`config.mk`:
```
export PLATFORM = sky130hd
export DESIGN_NAME = nav_cmd_encoder
export DESIGN_NICKNAME = d
export VERILOG_FILES = /design/src/rtl/nav_cmd_encoder.sv
export SDC_FILE = /design/constraint.sdc
export NUM_CORES = 1
export LEC_CHECK = 0
export BUFFER_PORTS_ARGS = -buffer_cell sky130_fd_sc_hd__buf_2
export CAP_MARGIN = 0
export CORE_MARGIN = 1
export CORE_UTILIZATION = 35
export DETAILED_ROUTE_END_ITERATION = 6
export GPL_ROUTABILITY_DRIVEN = 0
export SETUP_SLACK_MARGIN = 0.5
export SYNTH_ARGS = -nofsm -noshare
export SYNTH_HDL_FRONTEND = slang
export SYNTH_SLANG_ARGS = --single-unit
```
`constraint.sdc`:
```
create_clock -name clk -period 7.2 [get_ports clk]
set_clock_uncertainty 0.2 [all_clocks]
set_input_delay 1.44 -clock clk [delete_from_list [all_inputs] [get_ports clk]]
set_output_delay 1.44 -clock clk [all_outputs]
set_load 0.03 [all_outputs]
```
`src/rtl/nav_cmd_encoder.sv`:
```
// Navigation-pulse to fractal command-bus transmitter: one-entry event slot, shadow
// x/y/zoom registers and a serialiser that holds each command then pads with NOPs.
module nav_cmd_encoder #(
  parameter int unsigned HOLD_CYCLES = 2,
  parameter int unsigned GAP_CYCLES  = 1,
  parameter logic [17:0] STEP_BASE   = 18'h0_4000,
  parameter int unsigned MAX_ZOOM    = 15,
  parameter bit          AUTO_SYNC   = 1'b1
) (
  input  logic        clk,
  input  logic        reset,
  input  logic        nav_left,
  input  logic        nav_right,
  input  logic        nav_up,
  input  logic        nav_down,
  input  logic        zoom_in,
  input  logic        zoom_out,
  input  logic        resync,
  output logic [21:0] cmd,
  output logic        busy,
  output logic [17:0] x_shadow,
  output logic [17:0] y_shadow,
  output logic [4:0]  zoom_shadow,
  output logic        overflow
);

  typedef enum logic [1:0] {S_IDLE, S_APPLY, S_SEND, S_GAP} state_e;
  typedef enum logic [2:0] {
    EV_NONE, EV_RESYNC, EV_ZIN, EV_ZOUT, EV_LEFT, EV_RIGHT, EV_UP, EV_DOWN
  } ev_e;

  localparam logic [1:0]  OP_X     = 2'd1;
  localparam logic [1:0]  OP_Y     = 2'd2;
  localparam logic [1:0]  OP_Z     = 2'd3;
  localparam logic [15:0] HOLD_END = 16'(HOLD_CYCLES - 1);
  localparam logic [15:0] GAP_END  = 16'(GAP_CYCLES - 1);
  localparam logic [4:0]  ZOOM_TOP = 5'(MAX_ZOOM);

  state_e      state_q, state_d;
  ev_e         pend_q, pend_d;
  ev_e         cur_q, cur_d;
  ev_e         ev;
  logic        armed_q;
  logic        ovf_q, ovf_d;
  logic [21:0] cmd_q, cmd_d;
  logic [15:0] cnt_q, cnt_d;
  logic [1:0]  op_q, op_d;
  logic        rs_q, rs_d;
  logic [17:0] x_q, x_d, y_q, y_d;
  logic [4:0]  z_q, z_d;
  logic [17:0] step, nx, ny;
  logic [4:0]  nz;
  logic [1:0]  first_op;

  function automatic logic [17:0] sat_step(input logic [17:0] v, input logic [17:0] s,
                                           input logic neg);
    logic [18:0] r;
    r = neg ? ({v[17], v} - {s[17], s}) : ({v[17], v} + {s[17], s});
    if (r[18] != r[17]) sat_step = r[18] ? 18'h2_0000 : 18'h1_FFFF;
    else                sat_step = r[17:0];
  endfunction

  function automatic logic [21:0] build_cmd(input logic [1:0] op, input logic [17:0] xv,
                                            input logic [17:0] yv, input logic [4:0] zv);
    logic [17:0] payload;
    case (op)
      OP_X:    payload = xv;
      OP_Y:    payload = yv;
      default: payload = {13'b0, zv};
    endcase
    build_cmd = {payload, 2'b00, op};
  endfunction

  // Auto-sync behaves exactly like a resync pulse on the first cycle out of reset.
  always_comb begin
    ev = EV_NONE;
    if (armed_q || resync) ev = EV_RESYNC;
    else if (zoom_in)      ev = EV_ZIN;
    else if (zoom_out)     ev = EV_ZOUT;
    else if (nav_left)     ev = EV_LEFT;
    else if (nav_right)    ev = EV_RIGHT;
    else if (nav_up)       ev = EV_UP;
    else if (nav_down)     ev = EV_DOWN;
  end

  // IDLE consumes a full slot on this edge, so a same-edge pulse sees it empty.
  always_comb begin
    pend_d = pend_q;
    ovf_d  = ovf_q;
    if (state_q == S_IDLE) pend_d = EV_NONE;
    if (ev != EV_NONE) begin
      if (pend_d == EV_NONE) pend_d = ev;
      else                   ovf_d  = 1'b1;
    end
  end

  always_comb begin
    step     = STEP_BASE >> z_q;
    nx       = x_q;
    ny       = y_q;
    nz       = z_q;
    first_op = OP_X;
    case (cur_q)
      EV_ZIN:   begin nz = (z_q >= ZOOM_TOP) ? ZOOM_TOP : z_q + 5'd1; first_op = OP_Z; end
      EV_ZOUT:  begin nz = (z_q == 5'd0) ? 5'd0 : z_q - 5'd1;         first_op = OP_Z; end
      EV_LEFT:  nx = sat_step(x_q, step, 1'b1);
      EV_RIGHT: nx = sat_step(x_q, step, 1'b0);
      EV_UP:    begin ny = sat_step(y_q, step, 1'b0); first_op = OP_Y; end
      EV_DOWN:  begin ny = sat_step(y_q, step, 1'b1); first_op = OP_Y; end
      default:  first_op = OP_X;
    endcase
  end

  always_comb begin
    state_d = state_q;
    cur_d   = cur_q;
    cnt_d   = cnt_q;
    op_d    = op_q;
    rs_d    = rs_q;
    x_d     = x_q;
    y_d     = y_q;
    z_d     = z_q;
    cmd_d   = '0;
    unique case (state_q)
      S_IDLE: begin
        if (pend_q != EV_NONE) begin
          cur_d   = pend_q;
          state_d = S_APPLY;
        end
      end
      S_APPLY: begin
        if (cur_q == EV_RESYNC || nx != x_q || ny != y_q || nz != z_q) begin
          x_d     = nx;
          y_d     = ny;
          z_d     = nz;
          rs_d    = (cur_q == EV_RESYNC);
          op_d    = first_op;
          cnt_d   = '0;
          cmd_d   = build_cmd(first_op, nx, ny, nz);
          state_d = S_SEND;
        end else begin
          state_d = S_IDLE;
        end
      end
      S_SEND: begin
        if (cnt_q == HOLD_END) begin
          cnt_d   = '0;
          state_d = S_GAP;
        end else begin
          cnt_d = cnt_q + 16'd1;
          cmd_d = cmd_q;
        end
      end
      S_GAP: begin
        if (cnt_q == GAP_END) begin
          cnt_d = '0;
          // A resync walks x -> y -> zoom; every other list has a single entry.
          if (rs_q && op_q != OP_Z) begin
            op_d    = op_q + 2'd1;
            cmd_d   = build_cmd(op_q + 2'd1, x_q, y_q, z_q);
            state_d = S_SEND;
          end else begin
            state_d = S_IDLE;
          end
        end else begin
          cnt_d = cnt_q + 16'd1;
        end
      end
      default: state_d = S_IDLE;
    endcase
  end

  always_ff @(posedge clk) begin
    if (reset) begin
      state_q <= S_IDLE;
      pend_q  <= EV_NONE;
      cur_q   <= EV_NONE;
      armed_q <= AUTO_SYNC;
      ovf_q   <= 1'b0;
      cmd_q   <= '0;
      cnt_q   <= '0;
      op_q    <= OP_X;
      rs_q    <= 1'b0;
      x_q     <= 18'h3_0000;
      y_q     <= 18'h1_0000;
      z_q     <= '0;
    end else begin
      state_q <= state_d;
      pend_q  <= pend_d;
      cur_q   <= cur_d;
      armed_q <= 1'b0;
      ovf_q   <= ovf_d;
      cmd_q   <= cmd_d;
      cnt_q   <= cnt_d;
      op_q    <= op_d;
      rs_q    <= rs_d;
      x_q     <= x_d;
      y_q     <= y_d;
      z_q     <= z_d;
    end
  end

  assign cmd         = cmd_q;
  assign busy        = (state_q != S_IDLE);
  assign x_shadow    = x_q;
  assign y_shadow    = y_q;
  assign zoom_shadow = z_q;
  assign overflow    = ovf_q;

endmodule

```
==> impl_results.md, run 1 <==
* Worst Hold Class: reg -> reg
* Total Neg Setup Slack at 0 ns
* CTS Buf Count at 9
* Sequential fraction of the synthesis area at approximately 16%
* Input/output buffers at 71
* FF+latch count, synth at 90
* Post-CTS sizing at 0
* Leak pwr at 5.00 nW
* Primary FF master, synth: dfxtp_1
* Final Hold Vio Count at 0
* Most frequent cells in the layout: nor2_1 (152), a21oi_1 (142), nand2_1 (131)
* Flop-to-flop setup slack at between 0.6 and 0.7 ns
* Placed Cells at 1952
* VDD IR-drop max at 0.135 mV
* Via density at roughly 6.7
* Worst r2r src: zoom_shadow[0]
* Post-CTS Setup Inserts at 0
* H-tree depth at 3
* Row Count at 64
* Vias in the first global route at ~12000
* Crit path capture: op_q[1]
* Core area at 0.0307 mm²
* Initial Utilization at 35.7%
* Clock latency on the worst-skew pair at 0.34 ns
* Synthesis Warnings at 0
* Area Overhead vs Synth at 11.7%
* Die Y at 179 µm
* Fillcell total at 3195
* Rel. slew slack at 23.9%
* Layout cells sized above 1 at 13.3%
* Drt initial violations at roughly 1700
* Routed WL at just under 50 mm
* Worst Reg-to-Reg Cells at 21
* Gr ovfl total at 0
* CP Launch Type: flip-flop
* Cell Pwr Density at approximately 110 mW/mm²
* WS Path Type: reg -> reg
* Post-synth EDFFs at 0
* Post-Syn Area at 0.0110 mm²
* Synthesized area per cell at about 7.2 µm²
* First-pass GRT wire length at just over 70 mm
* Required time worst endpoint at 7.29 ns
* Die width at 179 µm
* Clk sink count at 90
* Vias at around 13000
* Status: finished, final reports clean
* Yosys cell types at 94
* Fraction of registers with async set/reset at 0%
* Root Buffer: clkbuf_16
* Final ANT Viol Nets at 0
* IO Pins at 74
* Final Max Slew Viols at 0
* CP endpoint kind: flip-flop
* Area contributors post-synth: dfxtp_1 (16%), ha_1 (8.9%), a21oi_1 (6.5%)
* Routed WL per cell at about 25 µm
* Total track usage at 29.6%
* CTS tree: yes
* Crit path max fanout at 16
* Min Clock Period, post-route at 6.53 ns
* RSZ-0062 raised after global routing: no
* Post-route insts no fill at 1970
* Max frequency at 153 MHz
* Power consumption at 0.00134 W
* Period utilization at 90.7%
* Clk slew on worst S/H paths at around 0.070 ns
* Worst Path Arrival at 6.62 ns
* Top cell type's share of synthesized area at 16.4%
* Commonest non-fill, non-tap cell in the layout: nor2_1
* Cts hold-fix bufs at 0
* Synth area leader: dfxtp_1
* Final Util at 39.9%
* Final Setup Violations at 0
* TritonRoute pass-1 iters at 6
* Die footprint at ~0.032 mm²
* Maximum capacitance violations at 0
* Drt drc at 0
* Largest net degree at the start of global routing at between 80 and 90
* Worst r2r dst: op_q[1]
* Nets at 1658
* Initial antenna violation count at 1
* Slew @ Worst Pin at about 1.1 ns
* Hpwl dp at 36.8 mm
* Clock Tree Buf Depth at 2
* Post-Syn Instances at ~1500
* Start point of the critical path: zoom_shadow[0]
==> report_power, final <==
part           switching, W  total (W)  internal (W)
registers         0.0000162   0.000524      0.000508
clock network      0.000215   0.000525      0.000310
logic              0.000212   0.000293     0.0000812
==> cell usage after synthesis (13+ instances only) <==
| master | instances |
|---|---|
| a211oi_1 | 49 |
| a21o_1 | 24 |
| a21oi_1 | 143 |
| a22oi_1 | 25 |
| a31oi_1 | 21 |
| and2_1 | 13 |
| and3_1 | 23 |
| buf_2 | 18 |
| clkbuf_1 | 71 |
| dfxtp_1 | 90 |
| ha_1 | 78 |
| inv_1 | 75 |
| nand2_1 | 131 |
| nand3_1 | 33 |
| nand4_1 | 24 |
| nor2_1 | 153 |
| nor2b_1 | 27 |
| nor3_1 | 39 |
| nor4_1 | 21 |
| o211ai_1 | 28 |
| o21a_1 | 21 |
| o21ai_0 | 72 |
| o22ai_1 | 16 |
| o31ai_1 | 16 |
| o32ai_1 | 21 |
| xnor2_1 | 39 |
==> critical path: stages, from the launching register on <==
cell and delay [ns]:
dfxtp_1 0.56, inv_1 0.17, ha_1 0.29, nor2b_1 0.15, buf_4 0.17, nand2_1 0.17
ha_1 0.38, nor2b_1 0.11, a2111o_1 0.45, o2111ai_1 0.37, nand3_1 0.35, buf_4 0.28
a21oi_1 0.12, buf_4 0.19, o21ai_0 0.17, and4_1 0.22, nor4_1 0.64, o2111ai_1 0.31
nand2b_1 0.28, o21ai_4 0.38, buf_4 0.30, o221a_2 0.21
==> logic make-up (layout without fill, tap and decap cells) <==
family                     after synthesis  count (layout)  share of synthesized area (%)
DFF                                     90              90                           16.4
other                                    1               4                         0.0342
buffers and inverters                  174             216                           6.47
and+or+nand+nor                        527             527                           23.6
xor gates and xnor gates                49              49                           3.98
adders and majority gates               82              82                           9.63
muxes                                   17              17                           1.61
AOI/OAI and AO/OA                      589             589                           38.2
==> worst min-delay path by stage <==
stage / cells past startpoint / startpoint / to
after detailed placement: 2 / rs_q / rs_q
after CTS: 2 / rs_q / rs_q
after global routing: 2 / rs_q / rs_q
after global placement: 2 / rs_q / rs_q
final: 2 / rs_q / rs_q
after floorplan: 2 / rs_q / rs_q
==> per-stage QoR <==
| stage | setup slack [ns] | hold WS (ns) | instance area, µm² |
|---|---|---|---|
| floorplan | 1.57 | 0.235 | 11000 |
| global placement | 0.768 | 0.254 | 11800 |
| detailed placement | 0.692 | 0.259 | 11800 |
| CTS | 0.682 | 0.269 | 12100 |
| global route | 0.492 | 0.297 | 12200 |
| finish | 0.671 | 0.268 | 12200 |
==> per-layer routing <==
layer  vias up  GRT usage (%)  wire (µm)
li1       5874              -          -
met1      6210           37.9      19100
met2       905           43.9      20100
met3       198           9.39       6290
met4         2           15.5       2810
met5         -              0         13
==> layout make-up <==
class                      instances  area [µm²]  share of cell area, %
multi-input combinational       1266        8570                   70.0
sequential                        90        1800                   14.7
timing repair buffer             123         746                   6.09
tap                              396         495                   4.05
inverter                          77         289                   2.36
clock buffer                       9         225                   1.84
clock inverter                     7         110                  0.899
antenna                            2        5.00                 0.0409
==> registers in the layout (all words and copies together) (netlist names), 2 cells and up <==
signal,cells
x_shadow,18
pend_q,3
state_q,2
cur_q,3
zoom_shadow,5
cmd,20
op_q,2
cnt_q,16
y_shadow,18
Note: power is estimated with default switching activity, not from simulation.
==> inputs of run 2 (changes only) <==
==> constraint.sdc (replaced) <==
create_clock -name clk -period 7 [get_ports clk]
set_clock_uncertainty 0.2 [all_clocks]
set_input_delay 1.4 -clock clk [delete_from_list [all_inputs] [get_ports clk]]
set_output_delay 1.4 -clock clk [all_outputs]
set_load 0.03 [all_outputs]
==> run 2 against run 1 <==
Design area grew 1.4%. Maximum frequency grew 3.9%. Via count is 0.95% higher. Critical path type unchanged. Largest cell class unchanged. Highest routed layer is now met4.
==> impl_results.md, run 2 (synthesis gave the netlist of run 1 again) <==
* Status: finished, final reports clean
* H-tree depth at 3 (unchanged)
* First-pass GRT wire length at 73.7 mm (+3.1%)
* Clock Tree Buf Depth at 2 (unchanged)
* Hpwl dp at 37.6 mm (+2.2%)
* Area Overhead vs Synth at 13.3%
* Commonest non-fill, non-tap cell in the layout: nor2_1
* Root Buffer: clkbuf_16
* Crit path max fanout at 15 (-1)
* CP Launch Type: flip-flop
* Routed WL at 49.3 mm (+1.8%)
* Largest register FFs at 20 (unchanged)
* Net Switching at 0.000443 W (about the same)
* Area occupied by multi-input gates at 0.00864 mm² (+0.80%)
* Most frequent cells in the layout: nor2_1 (151), a21oi_1 (139), nand2_1 (131)
* CP max stage delay at 0.66 ns (+0.02 ns)
* IO Pins at 74 (unchanged)
* Slew @ Worst Pin at 1.11 ns (-0.0285 ns)
* Hold wc startpoint: rs_q
* Slowest cell on crit path: or4_4
* WS Path Type: reg -> reg
* Via density at 6.70 (+0.13%)
* Required time worst endpoint at 6.97 ns (-0.32 ns)
* Worst Hold Class: reg -> reg
* Fillcell total at 3183 (-0.38%)
* Clk slew on worst S/H paths at 0.06 ns (about the same)
* Leak pwr at 5.08 nW (+1.5%)
* Nets at 1677 (+1.1%)
* Rel. slew slack at 25.8% (+1.9 points)
* Die Y at 179 µm (unchanged)
* Core area at 0.0307 mm² (unchanged)
* Total Neg Setup Slack at 0 ns (unchanged)
* Antenna cells at 0 (-2)
* Initial antenna violation count at 1 (unchanged)
* Period utilization at 89.8% (-0.88 points)
* Clk network pwr share at 35.9% (-3.2 points)
* Final ANT Viol Nets at 0 (unchanged)
* CTS Buf Count at 9 (unchanged)
* Worst hold slack at 0.266 ns (-0.00196 ns)
* Cell Pwr Density at 107 mW/mm² (-2.2%)
* Min Clock Period, post-route at 6.29 ns (-0.243 ns)
* Initial Utilization at 35.7% (unchanged)
* Largest net degree at the start of global routing at 82 (unchanged)
* Input/output buffers at 71 (unchanged)
* Vias in the first global route at 12087 (+2.2%)
* Total track usage at 30.5% (+0.89 points)
* Flop pwr share at 40.5% (+1.5 points)
* Die footprint at 0.0320 mm² (unchanged)
* Die width at 179 µm (unchanged)
* Cts hold-fix bufs at 0 (unchanged)
* Routed WL per cell at 24.8 µm (+0.98%)
* Row Count at 64 (unchanged)
* Maximum capacitance violations at 0 (unchanged)
* Start point of the critical path: zoom_shadow[2]
* Layout cells sized above 1 at 15.0% (+1.7 points)
* Final Max Slew Viols at 0 (unchanged)
* Final Hold Vio Count at 0 (unchanged)
* Clock latency on the worst-skew pair at 0.35 ns (about the same)
* Vias at 13314 (+0.95%)
* Worst path cell trace: inv_1 > nor2_2 > nand2_1 > ha_1 > nor2_1 > o21ai_0 > a2111oi_4 > a211oi_1 > buf_4 > a211oi_1 > nor3_1 > a32o_1 > a2111oi_4 > nand4_2 > or4_4 > o21ai_4 > buf_4 > o221ai_1
* CP endpoint kind: flip-flop
* VDD IR-drop max at 0.147 mV (+9.0%)
* Gr ovfl total at 0 (unchanged)
* Internal Pwr Total at 0.000889 W (-1.1%)
* Clk sink count at 90 (unchanged)
* Drt initial violations at 1823 (+8.3%)
* Worst Path Arrival at 6.26 ns (-0.36 ns)
* Register area at 0.00180 mm² (about the same)
* Drt drc at 0 (unchanged)
* CTS tree: yes
* Max frequency at 159 MHz (+3.9%)
* RSZ-0062 raised after global routing: no
* Logic gate share of total power at 23.6% (+1.8 points)
* Switching share of power at 33.3% (+0.24 points)
* Final Setup Violations at 0 (unchanged)
* Worst r2r src: zoom_shadow[2]
* TritonRoute pass-1 iters at 6 (unchanged)
-- run 2: cell count changes in the layout (fill, tap and decap cells not counted), moves of 3 or more --
cell | previous run | this run
buf_4 | 52 | 70
a211oi_2 | 8 | 4
clkbuf_8 | 0 | 4
a21oi_1 | 142 | 139
a21oi_2 | 1 | 4
-- run 2: timing repair --
| item | in CTS | in global routing |
|---|---|---|
| resized for setup | 0 | 42 |
| setup buffers | 0 | 4 |
| setup endpoints to repair | 0 | 81 |
-- run 2: through the flow --
| step | util (%) | cell area [µm²] | power, W | cells | worst slack [ns] |
|---|---|---|---|---|---|
| floorplan | - | 11000 | 0.000744 | 1530 | 1.37 |
| global placement | 38.9 | 11900 | 0.000840 | 1967 | 0.653 |
| detailed placement | 38.9 | 11900 | 0.000840 | 1967 | 0.513 |
| CTS | 39.8 | 12200 | 0.00132 | 1982 | 0.513 |
| global route | 40.5 | 12400 | 0.00138 | 1986 | 0.521 |
| finish | 40.5 | 12400 | 0.00133 | 1986 | 0.714 |
-- run 2: critical path, delay by kind of cell (launching register included) --
| family | cells | cell delay, ns |
|---|---|---|
| adder cells (fa/ha/maj) | 1 | 0.53 |
| AND/OR/NAND/NOR | 6 | 1.84 |
| AO/OA/AOI/OAI | 8 | 2.29 |
| buffers and inverters | 3 | 0.67 |
| flip-flops | 1 | 0.57 |
-- run 2: routing by layer --
metal  vias up  GRT usage (%)  share of wire, %
met5         -              0                 0
met4         0           17.5               7.2
met2       889           44.3                41
li1       5892              -                 -
met3       241           10.6                13
met1      6292           38.6                39
-- run 2: final cells by class --
| class | instances | share of cell area (%) |
|---|---|---|
| multi-input cells | 1266 | 69.6 |
| flip-flops and latches | 90 | 14.5 |
| repair buffers | 142 | 7.25 |
| well taps | 396 | 3.99 |
| inverters | 77 | 2.33 |
| clock buffers | 13 | 2.26 |
| clock inverters | 2 | 0.0806 |
-- run 2: power by group through the flow --
stage	Combinational [W]	Clock (W)	Sequential, W
after global routing	0.000335	0.000505	0.000540
after detailed placement	0.000290	0	0.000549
after global placement	0.000291	0	0.000549
after CTS	0.000292	0.000487	0.000538
after floorplan	0.000195	0	0.000549
final	0.000315	0.000478	0.000539
-- run 2: path summary, 6_finish.rpt --
kind / to / slack, ns / cells past startpoint
min reg2reg: rs_q / 0.27 / 2
min: rs_q / 0.27 / 2
max: y_shadow[16] / 0.71 / 18
max reg2reg: y_shadow[16] / 0.71 / 18
